### config.mk
export PLATFORM = sky130hd
export DESIGN_NAME = display_scan4_flat
export DESIGN_NICKNAME = d
export VERILOG_FILES = /design/src/rtl/display_scan4_if.sv /design/src/rtl/display_scan4.sv /design/src/flat_wrapper.sv
export SDC_FILE = /design/constraint.sdc
export NUM_CORES = 1
export LEC_CHECK = 0
export ABC_CLOCK_PERIOD_IN_PS = 2200
export CORE_ASPECT_RATIO = 1.4
export CORE_MARGIN = 5
export CORE_UTILIZATION = 30
export CTS_BUF_LIST = sky130_fd_sc_hd__clkbuf_8
export CTS_CLUSTER_SIZE = 12
export DETAILED_ROUTE_END_ITERATION = 12
export MAX_ROUTING_LAYER = met4
export SETUP_SLACK_MARGIN = 0.2
export SYNTH_ARGS = -nofsm -noshare
export SYNTH_HDL_FRONTEND = slang
export SYNTH_SLANG_ARGS = --single-unit
### constraint.sdc
create_clock -name clk -period 2.2 [get_ports clk]
set_input_delay 0.44 -clock clk [delete_from_list [all_inputs] [get_ports clk]]
set_output_delay 0.44 -clock clk [all_outputs]
set_load 0.1 [all_outputs]
### src/rtl/display_scan4_if.sv
// Load handshake bundle for display_scan4: a producer offers 16-bit
// display values, the scanner signals when its pending buffer is free.
interface display_scan4_if;
    logic        load_valid;
    logic [15:0] load_data;
    logic        load_ready;

    modport master (
        output load_valid,
        output load_data,
        input  load_ready
    );

    modport slave (
        input  load_valid,
        input  load_data,
        output load_ready
    );
endinterface

### src/rtl/display_scan4.sv
// 4-digit multiplexed 7-segment scanner with frame-aligned value updates.
// Optional leading-zero blanking: define DISPLAY_SCAN4_LZB_EN.
module display_scan4 #(
    parameter int SCAN_DIV = 1000
) (
    input  logic            clk,
    input  logic            rst,
    display_scan4_if.slave  ld,
    output logic [3:0]      nibble_out,
    output logic [3:0]      digit_en
);

    localparam int CW = (SCAN_DIV > 2) ? $clog2(SCAN_DIV) : 1;
    localparam logic [CW-1:0] CNT_MAX = CW'(SCAN_DIV - 1);

    logic [CW-1:0] cnt;
    logic [1:0]    idx;
    logic [15:0]   disp;
    logic [15:0]   pend;
    logic          pend_valid;
    logic          cnt_last;
    logic          boundary;
    logic          accept;
    logic [3:0]    blank;

    assign cnt_last = (cnt == CNT_MAX);
    assign boundary = cnt_last && (idx == 2'd3);
    assign accept   = ld.load_valid && !pend_valid;

    assign ld.load_ready = ~pend_valid;

    always_ff @(posedge clk) begin
        if (rst) begin
            cnt        <= '0;
            idx        <= 2'd0;
            disp       <= 16'h0000;
            pend       <= 16'h0000;
            pend_valid <= 1'b0;
        end else begin
            cnt <= cnt_last ? '0 : cnt + CW'(1);
            if (cnt_last) begin
                idx <= idx + 2'd1;
            end
            // Swap only between frames so a frame never mixes two values.
            if (boundary && pend_valid) begin
                disp       <= pend;
                pend_valid <= 1'b0;
            end
            if (accept) begin
                pend       <= ld.load_data;
                pend_valid <= 1'b1;
            end
        end
    end

`ifdef DISPLAY_SCAN4_LZB_EN
    assign blank = {
        disp[15:12] == 4'h0,
        disp[15:8]  == 8'h00,
        disp[15:4]  == 12'h000,
        1'b0
    };
`else
    assign blank = 4'b0000;
`endif

    always_comb begin
        nibble_out = 4'h0;
        unique case (idx)
            2'd0: nibble_out = disp[3:0];
            2'd1: nibble_out = disp[7:4];
            2'd2: nibble_out = disp[11:8];
            2'd3: nibble_out = disp[15:12];
            default: nibble_out = 4'h0;
        endcase
    end

    // First cycle of each slot stays dark to hide segment transitions.
    always_comb begin
        digit_en = 4'b0000;
        if ((cnt != '0) && !blank[idx]) begin
            digit_en = 4'b0001 << idx;
        end
    end

endmodule
### src/flat_wrapper.sv
// flat-port wrapper written by rule: the top's interface ports become plain ports
module display_scan4_flat 
#(
    parameter int SCAN_DIV = 1000
)
  (clk, rst, nibble_out, digit_en, ld_load_valid, ld_load_data, ld_load_ready);
  display_scan4_if ld_i ();
  input  logic clk;
  input  logic rst;
  output logic [3:0] nibble_out;
  output logic [3:0] digit_en;
  input wire logic [$bits(ld_i.load_valid)-1:0] ld_load_valid;
  input wire logic [$bits(ld_i.load_data)-1:0] ld_load_data;
  output wire logic [$bits(ld_i.load_ready)-1:0] ld_load_ready;
  assign ld_i.load_valid = ld_load_valid;
  assign ld_i.load_data = ld_load_data;
  assign ld_load_ready = ld_i.load_ready;
  display_scan4 #(.SCAN_DIV(SCAN_DIV)) u_core (.clk(clk), .rst(rst), .ld(ld_i), .nibble_out(nibble_out), .digit_en(digit_en));
endmodule
==> out/results.txt <==
Input and output buffers added on the ports amount to 27. For the cell count after placement, the log shows 310. 28 I/O pins were placed. The logs give 0 for the number of antenna diodes and 0 for the number of hold violations in the final report. Combinational cells account for 12.6% of the total power. In this run the static leakage power is 1.037 nW. The clock arrives with 0.009377 ns of skew. Summing the areas of all and, or, nand and nor instances in the mapped netlist gives 21.47% of the synthesized area.

The number of levels in the clock H-tree is 2. The pre-antenna-repair detailed-routing pass consisted of 4 iterations. The root buffer cell chosen for the clock tree is clkbuf_8.

Across the run, the number of max-cap violations was 0. For this run, design rule violations remaining after detail routing come to 0. The sequential cell area was 910.9 µm². The detailed router placed 1497 vias in this run. Combinational family with the most area after synthesis: simple AND/OR/NAND/NOR gates. After routing the design area is 0.002597 mm². The initial standard-cell utilization of the core is 30.93%. The total count of max-transition violations in the final report is 0, and the remaining number of nets flagged by the antenna check after routing is 0.

Summed over all nets, the switching power comes to 407.7 µW. The kind of critical path is reg2out. For the total power draw, the log shows 1.564 mW. The flow ran to the end, and the final reports show no timing, DRC or antenna violations.

After synthesis, the share of cell area in mux cells is 10.87%. The number of antenna violations at the first check in global routing is 0, and the layout overhead on the synthesized area is 34.28%. The switching portion of total power came out at 26.07%. The path class of the tightest hold or removal check is reg2reg. The tools report the number of DRC markers in iteration 0 as 111. The internal power of the cells totals 1.156 mW. Setup repair after global routing could not meet its margin everywhere.

TritonCTS built the clock tree. On the critical path the largest part of the delay comes from compound AO/OA/AOI/OAI gates. The run gives 2 as the maximum buffer depth of the clock tree.

Entering global routing, the biggest net connects 46 pins. Overall global routing resource usage: 10.81%. Leaving out fill and tap cells, the most frequent cells in the layout are dfxtp_1, nand2_1, nor2_1.

Final standard cell count with taps included and fillers excluded: 322. Clock edge transition at the registers on the reported setup and hold paths: 0.09 ns. After detailed routing, the average wire length per cell comes to 12.45 µm.

The hold buffer count at CTS came out at 0. The sequential group share of total power came out at 55.2%. The synthesized area per cell works out to 8.914 µm². Dividing the final minimum period by the clock period gives 96.98%. The tools report the first-pass GRT wire length as 7.031 mm. Worst IR drop on VDD: 0.0003120 V. The floorplan step defined a core boundary enclosing 0.006254 mm². Total number of nets in the final design: 275.

The vertical extent of the die came out at 105.0 µm. Cell area after synthesis: 0.001934 mm². The clock network latency to the later pin of the worst-skew pair is 0.29 ns, and the XOR/XNOR share of the synthesized area is 2.717%. The floorplan step defined a die boundary enclosing 0.008177 mm². The run gives 46.57% as the sequential share of the synthesized area. The critical path startpoint category is a register.

After technology mapping, the gate count stands at 217. The multi-input combinational cells in the finished layout cover a total of 0.001042 mm². STA puts the critical path data required time at 1.76 ns.

The most common cell after layout, fill and taps aside is dfxtp_1. The post-synthesis sequential element count is 45. At the pin with the least slew margin, the transition time is 0.5500 ns. Summing the areas of all fa, ha and maj instances in the mapped netlist gives 4.528% of the synthesized area. The clock network burns 32.2% of the power. The largest individual stage delay along the critical path comes from the cell a222oi_1.

For this design the ratio of total power to cell area is 602.1 mW/mm². Fraction of the mapped netlist area in compound gates: 8.150%. The routed design has 4.008 mm of wire. The worst pin sits at a relative slew slack of 63.24%.

Count of buffering cells on the critical path with inverters included: 1. The floorplan has 34 rows. The number of nets produced by synthesis was 243; the time the worst path needs with I/O delays and setup was 2.134 ns. The tools report the data arrival time of the critical path as 1.69 ns.

The tools report the element type at the critical path end as an output port. The placed cell area was 0.002400 mm². Clock buffer count from CTS: 5.

The clock sink count came out at 45. Using the TritonRoute via totals, the vias-per-cell ratio works out to 4.649. Walking the worst path, the cells encountered are ha_2 > a222oi_1 > mux2i_4 > buf_12. During synthesis, Yosys emitted a total of 0 warnings.

In this run the worst path has a maximum fanout of 6. The die is 77.87 µm wide. Derived from the worst setup path, the maximum achievable clock frequency is 468.7 MHz. The synthesized netlist contains 31 unique library cells. Setup violations remaining at the end of the flow were counted as 0.

Global routing finished with a remaining overflow of 0. The number of global-route vias before repair came out at 1472. The run gives 0.7708 as the global placement routability congestion.

The run gives 2.785 mm as the half-perimeter wire length after placement. The post-route netlist has 20.80% of its cells at a drive strength greater than 1. The layout has 623 filler cells.

In this design, the stage delay of the slowest critical-path cell is 0.46 ns.
[metrics by stage]
step | TNS (ns) | hold WS, ns | setup slack [ns] | utilization, %
5_1_grt | -0.02279 | 0.4817 | -0.01204 | 41.54
6_report | 0 | 0.4591 | 0.06650 | 41.54
2_1_floorplan | 0 | 0.4357 | 0.2208 | -
3_3_place_gp | 0 | 0.4450 | 0.2901 | 38.38
4_1_cts | 0 | 0.4603 | 0.05202 | 41.12
3_5_place_dp | 0 | 0.4471 | 0.2333 | 38.38
[sequential cells by signal, indices dropped and copies added, names as in the netlist]
signal,count
u_core.disp,16
u_core.pend,16
u_core.cnt,10
u_core.idx,2
u_core.pend_valid,1
[worst paths after layout]
kind | endpoint | depth (start not counted) | slack [ns] | from
worst max-delay path | nibble_out[3] | 4 | 0.07 | u_core.idx[1]
worst min-delay path | u_core.pend[13] | 2 | 0.46 | u_core.pend[13]
worst max register to register | u_core.disp[11] | 7 | 0.31 | u_core.cnt[0]
worst min register to register | u_core.pend[13] | 2 | 0.46 | u_core.pend[13]
[layer usage]
metal  wire length [µm]  vias to the layer above  GRT usage [%]
li1                   -                      792              -
met1               1807                      674          13.43
met2               1974                       27          16.73
met3                155                        4          1.979
met4                 70                        0          5.160
met5                  0                        -              -
[cell usage after synthesis]
cell       number  area [µm²]
nor3b_1         1       7.510
a222oi_1        4       40.04
a21oi_1        18       90.09
o211ai_1        1       7.510
nand2_1        36       135.1
or2_2           1       6.260
nor2_1         23       86.33
inv_1          12       45.04
nand4_1         2       12.51
nor4b_1         1       8.760
nand4bb_2       1       16.27
nor2b_1         1       6.260
buf_1           1       3.750
dfxtp_1        45       900.9
xnor2_1         4       35.03
buf_6           1       11.26
or4b_1          1       10.01
ha_1            7       87.58
mux2i_1        21       210.2
and3_2          1       7.510
xor2_1          2       17.52
and2_0          1       6.260
clkbuf_1        8       30.03
and2_1          4       25.02
buf_12          1       20.02
nor3_2          1       10.01
nand3_1         7       35.03
or3_1           2       12.51
a211oi_1        1       7.510
a31oi_1         2       12.51
nor3_1          6       30.03
[power by group through the flow]
stage,clock network (mW),registers [mW],logic [mW]
3_5_place_dp,0,0.884,0.179
3_3_place_gp,0,0.883,0.176
6_report,0.503,0.864,0.197
2_1_floorplan,0,0.878,0.108
5_1_grt,0.564,0.869,0.215
4_1_cts,0.527,0.861,0.191
[layout make-up]
class                   instances  share of cell area, %
clock buffers                   5                  2.649
clock inverters                 3                 0.8671
inverters                      12                  1.830
multi-input cells             149                  40.13
flip-flops and latches         45                  35.07
well taps                      72                  3.468
repair buffers                 36                  15.99
[cells by family (layout without fill, tap and decap cells)]
group | Yosys count | after routing
XOR/XNOR | 6 | 6
flip-flops | 45 | 45
buffers and inverters | 23 | 56
AO/OA/AOI/OAI | 26 | 26
multiplexers | 21 | 21
AND/OR/NAND/NOR | 89 | 89
adder cells (fa/ha/maj) | 7 | 7
[tightest hold or removal path, delay by kind of cell (launching register included)]
kind	cells	cell delay [ns]
AOI/OAI and AO/OA	1	0.05
DFF	1	0.32
and+or+nand+nor	1	0.05
[repair_timing]
| action | in CTS | in global routing |
|---|---|---|
| setup endpoints to repair | 8 | 8 |
| resized for setup | 18 | 6 |
| buffers inserted | 4 | 0 |
| pin swaps | 10 | 2 |
Note: power is estimated with default switching activity, not from simulation.
